===== src/rtl/uart_pkg.sv =====
// ============================================================================
// Module      : uart_pkg
// Description : Shared UART types and constants (receiver FSM states, widths).
// Revision    : 1.0 - initial release
// ============================================================================
`default_nettype none

package uart_pkg;

    localparam int   UART_DATA_W   = 8;
    localparam logic UART_IDLE_LVL = 1'b1;

    typedef enum logic [1:0] {
        IDLE  = 2'd0,
        START = 2'd1,
        DATA  = 2'd2,
        STOP  = 2'd3
    } rx_state_t;

endpackage : uart_pkg

`default_nettype wire


===== src/rtl/uart_rx_sipo.sv =====
// ============================================================================
// Module      : SIPO
// Description : Serial-in parallel-out register, shifts right with MSB in so
//               an LSB-first stream lands in natural bit order.
// Revision    : 1.0 - initial release
// ============================================================================
`default_nettype none

module SIPO
    import uart_pkg::*;
(
    input  logic                   clk,
    input  logic                   rst,
    input  logic                   shift_en,
    input  logic                   d_in,
    output logic [UART_DATA_W-1:0] d_out
);

    logic [UART_DATA_W-1:0] r_data;

    always_ff @(posedge clk or posedge rst) begin
        if (rst) begin
            r_data <= '0;
        end else if (shift_en) begin
            r_data <= {d_in, r_data[UART_DATA_W-1:1]};
        end
    end

    assign d_out = r_data;

endmodule : SIPO

`default_nettype wire


===== src/rtl/uart_rx.sv =====
// ============================================================================
// Module      : uart_rx
// Description : 8N1 UART receiver with mid-bit sampling and a one-entry
//               valid/ready output holding register.
// Revision    : 1.0 - initial release
// ============================================================================
`default_nettype none

module uart_rx
    import uart_pkg::*;
#(
    parameter int CLKS_PER_BIT = 16
) (
    input  logic                   rx_clk,
    input  logic                   rx_rst,
    input  logic                   rx_en,
    input  logic                   rx_i,
    output logic [UART_DATA_W-1:0] rx_o_data,
    output logic                   rx_o_data_valid,
    input  logic                   rx_i_ready,
    output logic                   rx_o_frame_err,
    output logic                   rx_o_overrun
);

    localparam int CNT_W = $clog2(CLKS_PER_BIT);
    localparam int IDX_W = $clog2(UART_DATA_W);

    localparam logic [CNT_W-1:0] c_HALF_LAST = CNT_W'(CLKS_PER_BIT / 2 - 1);
    localparam logic [CNT_W-1:0] c_BIT_LAST  = CNT_W'(CLKS_PER_BIT - 1);
    localparam logic [CNT_W-1:0] c_CNT_ONE   = CNT_W'(1);
    localparam logic [IDX_W-1:0] c_IDX_LAST  = IDX_W'(UART_DATA_W - 1);
    localparam logic [IDX_W-1:0] c_IDX_ONE   = IDX_W'(1);

    logic                   r_sync1;
    logic                   r_rx_s;
    logic                   r_rx_prev;
    rx_state_t              r_state;
    rx_state_t              w_state_nxt;
    logic [CNT_W-1:0]       r_cnt;
    logic [CNT_W-1:0]       w_cnt_nxt;
    logic [IDX_W-1:0]       r_bit_idx;
    logic [IDX_W-1:0]       w_bit_idx_nxt;
    logic                   w_start_det;
    logic                   w_shift;
    logic                   w_stop_sample;
    logic                   w_commit;
    logic [UART_DATA_W-1:0] w_shift_data;
    logic [UART_DATA_W-1:0] r_data;
    logic                   r_valid;
    logic                   r_frame_err;
    logic                   r_overrun;

    // Two-flop synchroniser plus previous-sample register for edge detect.
    always_ff @(posedge rx_clk or posedge rx_rst) begin
        if (rx_rst) begin
            r_sync1   <= UART_IDLE_LVL;
            r_rx_s    <= UART_IDLE_LVL;
            r_rx_prev <= UART_IDLE_LVL;
        end else begin
            r_sync1   <= rx_i;
            r_rx_s    <= r_sync1;
            r_rx_prev <= r_rx_s;
        end
    end

    assign w_start_det = ~r_rx_s & r_rx_prev;

    always_ff @(posedge rx_clk or posedge rx_rst) begin
        if (rx_rst) begin
            r_state   <= IDLE;
            r_cnt     <= '0;
            r_bit_idx <= '0;
        end else begin
            r_state   <= w_state_nxt;
            r_cnt     <= w_cnt_nxt;
            r_bit_idx <= w_bit_idx_nxt;
        end
    end

    always_comb begin
        w_state_nxt   = r_state;
        w_cnt_nxt     = r_cnt;
        w_bit_idx_nxt = r_bit_idx;
        w_shift       = 1'b0;
        w_stop_sample = 1'b0;

        if (!rx_en) begin
            // Abandon any frame silently; the output register is untouched.
            w_state_nxt   = IDLE;
            w_cnt_nxt     = '0;
            w_bit_idx_nxt = '0;
        end else begin
            case (r_state)
                IDLE: begin
                    w_cnt_nxt     = '0;
                    w_bit_idx_nxt = '0;
                    if (w_start_det) begin
                        w_state_nxt = START;
                    end
                end
                START: begin
                    if (r_cnt == c_HALF_LAST) begin
                        w_cnt_nxt     = '0;
                        w_bit_idx_nxt = '0;
                        w_state_nxt   = r_rx_s ? IDLE : DATA;
                    end else begin
                        w_cnt_nxt = r_cnt + c_CNT_ONE;
                    end
                end
                DATA: begin
                    if (r_cnt == c_BIT_LAST) begin
                        w_cnt_nxt = '0;
                        w_shift   = 1'b1;
                        if (r_bit_idx == c_IDX_LAST) begin
                            w_state_nxt = STOP;
                        end else begin
                            w_bit_idx_nxt = r_bit_idx + c_IDX_ONE;
                        end
                    end else begin
                        w_cnt_nxt = r_cnt + c_CNT_ONE;
                    end
                end
                STOP: begin
                    if (r_cnt == c_BIT_LAST) begin
                        w_cnt_nxt     = '0;
                        w_stop_sample = 1'b1;
                        w_state_nxt   = IDLE;
                    end else begin
                        w_cnt_nxt = r_cnt + c_CNT_ONE;
                    end
                end
                default: begin
                    w_state_nxt   = IDLE;
                    w_cnt_nxt     = '0;
                    w_bit_idx_nxt = '0;
                end
            endcase
        end
    end

    assign w_commit = w_stop_sample & r_rx_s;

    SIPO u_sipo (
        .clk      (rx_clk),
        .rst      (rx_rst),
        .shift_en (w_shift),
        .d_in     (r_rx_s),
        .d_out    (w_shift_data)
    );

    // A consumer transfer on the commit edge frees the slot for the new byte.
    always_ff @(posedge rx_clk or posedge rx_rst) begin
        if (rx_rst) begin
            r_data      <= '0;
            r_valid     <= 1'b0;
            r_frame_err <= 1'b0;
            r_overrun   <= 1'b0;
        end else begin
            r_frame_err <= w_stop_sample & ~r_rx_s;
            r_overrun   <= 1'b0;
            if (w_commit) begin
                if (!r_valid || rx_i_ready) begin
                    r_data  <= w_shift_data;
                    r_valid <= 1'b1;
                end else begin
                    r_overrun <= 1'b1;
                end
            end else if (r_valid && rx_i_ready) begin
                r_valid <= 1'b0;
            end
        end
    end

    assign rx_o_data       = r_data;
    assign rx_o_data_valid = r_valid;
    assign rx_o_frame_err  = r_frame_err;
    assign rx_o_overrun    = r_overrun;

endmodule : uart_rx

`default_nettype wire


===== config.mk =====
export PLATFORM = sky130hd
export DESIGN_NAME = uart_rx
export DESIGN_NICKNAME = d
export VERILOG_FILES = /design/src/rtl/uart_pkg.sv /design/src/rtl/uart_rx_sipo.sv /design/src/rtl/uart_rx.sv
export SDC_FILE = /design/constraint.sdc
export NUM_CORES = 1
export LEC_CHECK = 0
export ABC_AREA = 1
export BUFFER_PORTS_ARGS = -buffer_cell sky130_fd_sc_hd__clkbuf_2
export CAP_MARGIN = 0
export CELL_PAD_IN_SITES_DETAIL_PLACEMENT = 1
export CELL_PAD_IN_SITES_GLOBAL_PLACEMENT = 2
export CORE_MARGIN = 2
export CORE_UTILIZATION = 38
export DETAILED_ROUTE_END_ITERATION = 16
export GPL_TIMING_DRIVEN = 0
export PLACE_DENSITY_LB_ADDON = 0.1
export SYNTH_ARGS = -nofsm -noshare
export SYNTH_HDL_FRONTEND = slang
export SYNTH_SLANG_ARGS = --single-unit

===== constraint.sdc =====
create_clock -name rx_clk -period 2.1 [get_ports rx_clk]
set_clock_uncertainty 0.05 [all_clocks]
set_input_delay 0.21 -clock rx_clk [delete_from_list [all_inputs] [get_ports rx_clk]]
set_output_delay 0.21 -clock rx_clk [all_outputs]
set_load 0.02 [all_outputs]

==> results of run 1 <==
[worst max-delay path, stage by stage, from the launching register on]
cell and delay, ns:
dfrtp_1 0.44, inv_1 0.11, ha_1 0.26, nand2_1 0.21, inv_1 0.09, nand2_1 0.09, nand2_1 0.10, nor2_1 0.18
nand2_1 0.08, nand2_1 0.06
[sequential cells by signal, indices dropped and copies added (netlist names)]
name             count
r_state              2
rx_o_data_valid      1
r_rx_prev            1
rx_o_frame_err       1
r_sync1              1
rx_o_overrun         1
r_rx_s               1
u_sipo.d_out         8
r_cnt                4
r_bit_idx            3
rx_o_data            8
[logic make-up (layout without fill, tap and decap cells)]
logic type | count (synthesis) | count (layout) | share of synthesized area
and+or+nand+nor | 73 | 73 | 0.2281
buffers and inverters | 27 | 51 | 0.07719
adders and majority gates | 7 | 7 | 0.06003
xor gates and xnor gates | 1 | 1 | 0.006005
DFF | 31 | 31 | 0.5343
AOI/OAI and AO/OA | 21 | 21 | 0.09434
[power by group through the flow]
stage                     combinational [W]  clock [W]  sequential, W
after floorplan                    0.000161          0       0.000652
after global placement             0.000202          0       0.000658
after detailed placement           0.000209          0       0.000661
after CTS                          0.000211   0.000533       0.000651
after global routing               0.000242   0.000557       0.000654
final                              0.000205   0.000512       0.000650
[layout make-up]
class	count	area, um2
fill	455	1984
sequential	31	779.5
timing repair buffer	16	85.08
clock buffer	8	100.1
multi-input combinational	102	566.8
buffer	2	18.77
tap	48	60.06
inverter	25	93.84
[path summary, 6_finish.rpt]
| kind | start | end | slack, ns |
|---|---|---|---|
| setup / recovery | r_state[0]$_DFFE_PP0P_ | r_bit_idx[2]$_DFFE_PP0P_ | 0.37 |
| hold / removal | rx_rst | r_bit_idx[2]$_DFFE_PP0P_ | 0.15 |
| setup reg to reg | r_state[0]$_DFFE_PP0P_ | r_bit_idx[2]$_DFFE_PP0P_ | 0.37 |
| hold reg to reg | r_sync1$_DFF_PP1_ | r_rx_s$_DFF_PP1_ | 0.31 |
| max in group asynchronous | rx_rst | rx_o_data[5]$_DFFE_PP0P_ | 1.16 |
| min in group rx_clk | rx_i_ready | rx_o_overrun$_DFF_PP0_ | 0.22 |
[repair_timing]
| action | CTS | global route |
|---|---|---|
| setup buffers | 0 | 0 |
| hold buffers | 1 | 0 |
| resized for setup | 0 | 0 |
| endpoints found under the hold margin | 1 | 0 |
[Yosys cell counts, drive strengths merged]
cell type and number:
nand2 48, dfrtp 28, inv 25, o21ai 19, nor2 14, nand3 9
ha 7, dfstp 3, buf 2, nor3 2, a21oi 1, o31ai 1
xor2 1
[per-stage QoR]
| stage | power [W] | utilization | instance area (um2) | worst slack [ns] |
|---|---|---|---|---|
| 5_1_grt | 0.001452 | 0.4620 | 1704 | 0.1883 |
| 2_1_floorplan | 0.0008129 | - | 1459 | 0.6432 |
| 6_report | 0.001367 | 0.4620 | 1704 | 0.3724 |
| 3_5_place_dp | 0.0008695 | 0.4322 | 1594 | 0.3489 |
| 3_3_place_gp | 0.0008604 | 0.4322 | 1594 | 0.4030 |
| 4_1_cts | 0.001395 | 0.4620 | 1704 | 0.3254 |
[layer usage]
layer / share of wire / global-route usage / vias to the layer above
li1: - / - / 537
met1: 0.42 / 0.1617 / 534
met2: 0.52 / 0.2588 / 18
met3: 0.031 / 0.04089 / 6
met4: 0.024 / 0.08418 / 0
met5: 0 / 0 / -
==> run metrics, run 1 <==
initial antenna violation count=0; Worst Reg-to-Reg Cells=9; die area=4351 um2; # rows=22; Final Hold Viols=0; largest net degree at the start of global routing=32; syn nets=172; internal power=0.0009897 W; Layout Nets=195; post-synth top area share=0.4803; Max H-tree Level=2; largest cells by area after synthesis=dfrtp_1 (48%), nand2_1 (12%), inv_1 (6.4%); DR vias=1095; cell taking the most area after synthesis=dfrtp_1; Die W=65.96 um; Remaining DRCs=0; setup violators final=0; Fmax=0.5788 GHz; crit path launch type=register; most common cell after layout, fill and taps aside=nand2_1; Fin Hold WS=0.1506 ns; ant diodes=0; Comb power frac=0.150; layout cells sized above 1=0.2228; outcome=complete, no violations; core footprint=3689 um2; Mapped Avg Cell Area=9.118 um2; vias in the first global route=1086; Layout area overhead=16.81%; crit path max fanout=6; Via density=4.720; RSZ-0062 raised after global routing=no; Sink Count=31; post-route insts no fill=232; critical path data required time=2.28 ns; Tmin final=1.728 ns; critical setup path kind=reg2reg; first-pass GRT wire length=4705 um; Reg clk slew, reported paths=0.06 ns; Hold WC Path Type=in2async; drt first-iter violations=27; Worst-Margin Slew=1.147 ns; Initial Util=0.3955; TritonCTS clock tree=done; period utilisation layout=0.8227; Clk pwr share=0.374; Cell variety after synth=18; leakage=0.9023 nW; drt pass-1 iters=4; Yosys reg bits=31; I/O pin count=16; Post-Syn Area=1459 um2; post-route setup TNS=0 ns; clock root buffer master=clkbuf_8; grt ovf=0; most frequent cells in the layout=nand2_1 (46), dfrtp_1 (28), inv_1 (25), clkbuf_2 (15), nor2_1 (12); Routed Antenna Nets=0; sequential power share=0.475; cells after synthesis=160; DP Cell Count=223; WL final=2830 um; max-cap violation count=0; GP Congestion=0.7149; Slew Limit Fails=0; WL/cell=12.20 um; Clock Tree Buf Depth=2; sequential area share after synthesis=0.5343; synth warn=0; # port buffers=15; Power per Cell Area=801.9 nW/um2; CP Capture Type=register; Die Ht=65.96 um; DP HPWL=2150 um; VDD IR max=0.0003660 V; Global Route Usage Sum=0.1487; switching share of power=0.2757; total CTS buffers=5; slew margin rel.=0.2343; switching power=0.0003768 W; Clk Latency, worst-skew pair=0.28 ns; crit path DAT=1.90 ns
(Power assumes the default switching activity.)
==> run 2, diff against run 1 <==
--- a/config.mk
+++ b/config.mk
@@ -11,7 +11,7 @@
 export CELL_PAD_IN_SITES_DETAIL_PLACEMENT = 1
 export CELL_PAD_IN_SITES_GLOBAL_PLACEMENT = 2
 export CORE_MARGIN = 2
-export CORE_UTILIZATION = 38
+export CORE_UTILIZATION = 35
 export DETAILED_ROUTE_END_ITERATION = 16
 export GPL_TIMING_DRIVEN = 0
 export PLACE_DENSITY_LB_ADDON = 0.1
==> constraint.sdc (replaced) <==
create_clock -name rx_clk -period 1.8 [get_ports rx_clk]
set_clock_uncertainty 0.05 [all_clocks]
set_input_delay 0.18 -clock rx_clk [delete_from_list [all_inputs] [get_ports rx_clk]]
set_output_delay 0.18 -clock rx_clk [all_outputs]
set_load 0.02 [all_outputs]
==> run 2 against run 1 <==
  * Die area increased by 8.0%
  * Setup slack lost 0.17 ns
  * Clock-buffer cell count down 1
  * Clock power grew 1%
  * Design area fell by 0.59%
  * Critical path depth is 3 lower
  * Power is 12% higher
  * Critical path type unchanged
  * Largest cell class unchanged
  * Critical endpoint is now u_sipo.d_out[1]$_DFFE_PP0P_
  * First-iteration DRC count rose by 67%
==> run metrics, run 2 (synthesized netlist as in run 1, its figures left out) <==
leakage=0.8931 nW (was 0.9023 nW); vias in the first global route=1179 (was 1086); Routed Antenna Nets=0 (unchanged); period utilisation layout=0.8864 (was 0.8227); largest net degree at the start of global routing=32 (unchanged); setup violators final=0 (unchanged); max-cap violation count=0 (unchanged); critical path data required time=1.91 ns (was 2.28 ns); first-pass GRT wire length=5437 um (was 4705 um); Initial Util=0.3647 (was 0.3955); core footprint=4000 um2 (was 3689 um2); Hold WC Path Type=in2async (unchanged); total CTS buffers=5 (unchanged); initial antenna violation count=0 (unchanged); Max H-tree Level=2 (unchanged); Via density=4.573 (was 4.720); Remaining DRCs=0 (unchanged); DP HPWL=2264 um (was 2150 um); Fmax=0.6268 GHz (was 0.5788 GHz); # rows=23 (was 22); dpl cell area=1597 um2 (was 1594 um2); post-route setup TNS=0 ns (unchanged); Sink Count=31 (unchanged); Clock Tree Buf Depth=2 (unchanged); DP Cell Count=225 (was 223); post-route insts no fill=234 (was 232); clock root buffer master=clkbuf_8 (unchanged); design area=1694 um2 (was 1704 um2); Worst-Margin Slew=1.159 ns (was 1.147 ns); drt first-iter violations=45 (was 27); TritonCTS clock tree=done (unchanged); WL final=2980 um (was 2830 um); Power per Cell Area=906.5 nW/um2 (was 801.9 nW/um2); most frequent cells in the layout=nand2_1 (45), dfrtp_1 (27), inv_1 (25), clkbuf_2 (15) (was nand2_1 (46), dfrtp_1 (28), inv_1 (25), clkbuf_2 (15), nor2_1 (12)); crit path launch type=register (unchanged); Tmin final=1.595 ns (was 1.728 ns); crit path max fanout=10 (was 6); ant diodes=0 (unchanged); drt pass-1 iters=4 (unchanged); Final Hold Viols=0 (unchanged); I/O pin count=16 (unchanged); # fillers=480 (was 455); WL/cell=12.74 um (was 12.20 um); DR vias=1070 (was 1095); layout cells sized above 1=0.2337 (was 0.2228); Die Ht=68.56 um (was 65.96 um); CP Capture Type=register (unchanged); Slew Limit Fails=0 (unchanged); Reg clk slew, reported paths=0.06 ns (about the same); # port buffers=15 (unchanged); Die W=68.56 um (was 65.96 um); most common cell after layout, fill and taps aside=nand2_1 (unchanged); VDD IR max=0.0003953 V (was 0.0003660 V); Global Route Usage Sum=0.1617 (was 0.1487); grt ovf=0 (unchanged); RSZ-0062 raised after global routing=no (unchanged); Clk Latency, worst-skew pair=0.28 ns (about the same); die area=4700 um2 (was 4351 um2); critical setup path kind=reg2reg (unchanged); outcome=complete, no violations (unchanged); Worst Reg-to-Reg Cells=6 (was 9); setup bufs post-CTS=0 (unchanged); Layout area overhead=16.12% (was 16.81%); slew margin rel.=0.2264 (was 0.2343); GP Congestion=0.7214 (was 0.7149); Layout Nets=195 (unchanged); crit path DAT=1.70 ns (was 1.90 ns)
-- run 2: cell count changes in the layout (fill, tap and decap cells not counted) --
cell	delta
clkbuf_1	+1
dfrtp_1	-1
clkinv_2	+1
clkbuf_8	-2
nand2_1	-1
dfrtp_2	+1
nor2_1	-1
nand2_2	+1
nor2_2	+1
-- run 2: repair_timing --
item	4_1_cts	5_1_grt
resized for setup	0	3
setup endpoints to repair	0	13
endpoints found under the hold margin	1	0
hold buffers	1	0
-- run 2: where the power goes --
group / switching, W / total (W) / internal [W] / leakage, nW
logic: 0.000172 / 0.000258 / 0.0000860 / 0.473
registers: 0.0000338 / 0.000761 / 0.000727 / 0.378
clock network: 0.000246 / 0.000517 / 0.000271 / 0.0422
total: 0.000452 / 0.00154 / 0.00108 / 0.893
-- run 2: worst max-delay path, cell delays in order, from the launching register on --
cell and delay [ns]:
dfrtp_2 0.45, inv_1 0.11, ha_1 0.24, nand2_2 0.13, nor2_4 0.20, buf_4 0.19
o21ai_0 0.09
-- run 2: per-stage QoR --
step | hold WS, ns | util | worst slack (ns) | power, W
floorplan | 0.1345 | - | 0.3432 | 0.0009484
global placement | 0.2210 | 0.3991 | 0.08672 | 0.001008
detailed placement | 0.2196 | 0.3991 | 0.01840 | 0.001028
CTS | 0.1741 | 0.4220 | 0.004881 | 0.001558
global route | 0.2070 | 0.4235 | 0.02009 | 0.001648
finish | 0.1321 | 0.4235 | 0.2045 | 0.001536
-- run 2: worst paths after layout --
| path | from | endpoint | slack [ns] |
|---|---|---|---|
| worst max register to register | r_state[0]$_DFFE_PP0P_ | u_sipo.d_out[1]$_DFFE_PP0P_ | 0.20 |
| min in group rx_clk | rx_i_ready | rx_o_overrun$_DFF_PP0_ | 0.18 |
| max in group asynchronous | rx_rst | r_state[0]$_DFFE_PP0P_ | 0.80 |
| worst max-delay path | r_state[0]$_DFFE_PP0P_ | u_sipo.d_out[1]$_DFFE_PP0P_ | 0.20 |
| worst min register to register | r_sync1$_DFF_PP1_ | r_rx_s$_DFF_PP1_ | 0.31 |
| worst min-delay path | rx_rst | r_cnt[3]$_DFF_PP0_ | 0.13 |
-- run 2: routing by layer --
layer,up-vias,share of wire,GRT usage
met5,-,0,0
li1,538,-,-
met4,0,0.022,0.06750
met3,6,0.030,0.04383
met2,12,0.51,0.2752
met1,514,0.43,0.1918
-- run 2: final cells by class --
class	instances	area, um2	area share
clock inverters	1	5.005	0.002954
well taps	50	62.56	0.03693
plain buffers	2	18.77	0.01108
clock buffers	7	76.32	0.04505
inverters	25	93.84	0.05539
multi-input cells	102	571.8	0.3375
repair buffers	16	85.08	0.05022
flip-flops and latches	31	780.7	0.4609
==> run 3, diff against run 2 <==
==> constraint.sdc (replaced) <==
create_clock -name rx_clk -period 1.6 [get_ports rx_clk]
set_clock_uncertainty 0.05 [all_clocks]
set_input_delay 0.16 -clock rx_clk [delete_from_list [all_inputs] [get_ports rx_clk]]
set_output_delay 0.16 -clock rx_clk [all_outputs]
set_load 0.02 [all_outputs]
==> run 3 against run 2 <==
  * First-iteration DRC count shrank 16%
  * Via count grew 1.6%
  * Cell count grew 1.3%
  * Critical path type unchanged
  * Largest cell class unchanged
  * Power grew 19%
  * Highest routed layer unchanged
==> run metrics, run 3 (synthesized netlist as in run 1, its figures left out) <==
Clk pwr share=0.317 (was 0.336); design area=1763 um2 (was 1694 um2); crit path cell chain=ha_2 > nand3_4 > nor2_4 > nand3_4 > buf_6 > nand2_2 > o21ai_2 (was inv_1 > ha_1 > nand2_2 > nor2_4 > buf_4 > o21ai_0); switching power=0.0005481 W (was 0.0004517 W); drt pass-1 iters=4 (unchanged); Sink Count=31 (unchanged); critical setup path kind=reg2reg (unchanged); crit path max fanout=10 (unchanged); Fin Hold WS=0.1169 ns (was 0.1321 ns); WL final=3067 um (was 2980 um); Layout Nets=198 (was 195); first-pass GRT wire length=5457 um (was 5437 um); layout cells sized above 1=0.3102 (was 0.2337); core footprint=4000 um2 (unchanged); most common cell after layout, fill and taps aside=nand2_1 (unchanged); Global Route Usage Sum=0.1624 (was 0.1617); drt first-iter violations=38 (was 45); die area=4700 um2 (unchanged); crit path DAT=1.62 ns (was 1.70 ns); Power per Cell Area=1035 nW/um2 (was 906.5 nW/um2); switching share of power=0.3005 (was 0.2941); initial antenna violation count=0 (unchanged); max-cap violation count=0 (unchanged); Final Hold Viols=0 (unchanged); sequential power share=0.469 (was 0.496); Initial Util=0.3647 (unchanged); Fmax=0.6678 GHz (was 0.6268 GHz); Layout area overhead=20.84% (was 16.12%); VDD IR max=0.0004445 V (was 0.0003953 V); Clock Tree Buf Depth=2 (unchanged); Slew Limit Fails=0 (unchanged); total CTS buffers=5 (unchanged); fin util=0.4407 (was 0.4235); outcome=complete, no violations (unchanged); grt ovf=0 (unchanged); ant diodes=0 (unchanged); Clk Latency, worst-skew pair=0.28 ns (about the same); DR vias=1087 (was 1070); largest net degree at the start of global routing=32 (unchanged); I/O pin count=16 (unchanged); critical path data required time=1.72 ns (was 1.91 ns); # fillers=476 (was 480); delay-heaviest family, CP=simple AND/OR/NAND/NOR gates (was flip-flops); DP HPWL=2264 um (unchanged); most frequent cells in the layout=nand2_1 (42), dfrtp_1 (26), inv_1 (24), clkbuf_2 (15) (was nand2_1 (45), dfrtp_1 (27), inv_1 (25), clkbuf_2 (15)); crit path launch type=register (unchanged); CP Capture Type=register (unchanged); setup violators final=0 (unchanged); leakage=0.9097 nW (was 0.8931 nW); PnR Total Power=0.001824 W (was 0.001536 W); clock root buffer master=clkbuf_8 (unchanged); internal power=0.001276 W (was 0.001084 W); Worst-Margin Slew=1.169 ns (was 1.159 ns); Die W=68.56 um (unchanged); Reg clk slew, reported paths=0.06 ns (about the same); # rows=23 (unchanged); Die Ht=68.56 um (unchanged); Tmin final=1.498 ns (was 1.595 ns); Remaining DRCs=0 (unchanged); TritonCTS clock tree=done (unchanged); Max H-tree Level=2 (unchanged); # port buffers=15 (unchanged); buffers and inverters on the worst path=1 (was 2); CP dominant cell by count=nand3_4; GP Congestion=0.7214 (unchanged); CP peak stage delay=0.37 ns (was 0.45 ns); slew margin rel.=0.2195 (was 0.2264); WL/cell=12.94 um (was 12.74 um); Via density=4.586 (was 4.573); period utilisation layout=0.9360 (was 0.8864); Routed Antenna Nets=0 (unchanged); Comb power frac=0.214 (was 0.168); vias in the first global route=1186 (was 1179); Slowest cell on crit path=dfrtp_1 (was dfrtp_2); dpl cell area=1597 um2 (unchanged); Hold WC Path Type=in2async (unchanged)
## run 3: changes by cell type in the layout (fill, tap and decap cells not counted), sizes merged
cell | previous run | this run
buf | 2 | 5
## run 3: worst paths after layout
| check | start | end | slack (ns) | cells past startpoint |
|---|---|---|---|---|
| max | r_cnt[0]$_DFF_PP0_ | rx_o_data[0]$_DFFE_PP0P_ | 0.10 | 7 |
| min | rx_rst | r_cnt[3]$_DFF_PP0_ | 0.12 | 2 |
| max reg2reg | r_cnt[0]$_DFF_PP0_ | rx_o_data[0]$_DFFE_PP0P_ | 0.10 | 7 |
| min reg2reg | r_sync1$_DFF_PP1_ | r_rx_s$_DFF_PP1_ | 0.31 | 0 |
| max in group asynchronous | rx_rst | r_state[1]$_DFFE_PP0P_ | 0.61 | 2 |
| min in group rx_clk | rx_i_ready | rx_o_overrun$_DFF_PP0_ | 0.16 | 4 |
## run 3: routing by layer
metal  vias up  part of all wire  global-route usage
met2        12              0.52              0.2764
li1        546                 -                   -
met5         -                 0                   0
met1       523              0.43              0.1929
met4         0             0.021             0.06750
met3         6             0.029             0.04383
## run 3: cell type report
cell class / count / area [um2] / share of cell area
clock inverters: 1 / 5.005 / 0.002839
well taps: 50 / 62.56 / 0.03549
multi-input cells: 102 / 616.8 / 0.3499
plain buffers: 2 / 18.77 / 0.01065
repair buffers: 19 / 107.6 / 0.06104
clock buffers: 7 / 76.32 / 0.04329
flip-flops and latches: 31 / 782.0 / 0.4436
inverters: 25 / 93.84 / 0.05323
## run 3: worst register-to-register path, delay by kind of cell (launching register included)
family / cells / cell delay [ns]
compound gates: 1 / 0.04
fa+ha+maj: 1 / 0.24
buf+inv: 1 / 0.19
flops: 1 / 0.37
simple gates: 4 / 0.50
## run 3: metrics by stage
step           setup slack [ns]  std cells  TNS (ns)
2_1_floorplan            0.1432        160         0
3_3_place_gp            -0.1133        225   -0.8104
3_5_place_dp            -0.1816        225    -1.407
4_1_cts                 0.01656        235         0
5_1_grt                -0.01032        237  -0.01702
6_report                 0.1025        237         0
## run 3: timing repair
| item | CTS | global route |
|---|---|---|
| hold buffers | 1 | 0 |
| gates resized for setup | 3 | 16 |
| buffers inserted | 1 | 2 |
| endpoints found under the hold margin | 1 | 0 |
| pin swaps | 1 | 1 |
| endpoints found under the setup margin | 15 | 21 |
## run 3: power groups by stage
stage                     registers, W  clock network [W]  logic (W)
after floorplan               0.000856                  0   0.000211
after global placement        0.000865                  0   0.000269
after detailed placement      0.000870                  0   0.000287
after CTS                     0.000858           0.000609   0.000299
after global routing          0.000861           0.000645   0.000449
final                         0.000855           0.000579   0.000390
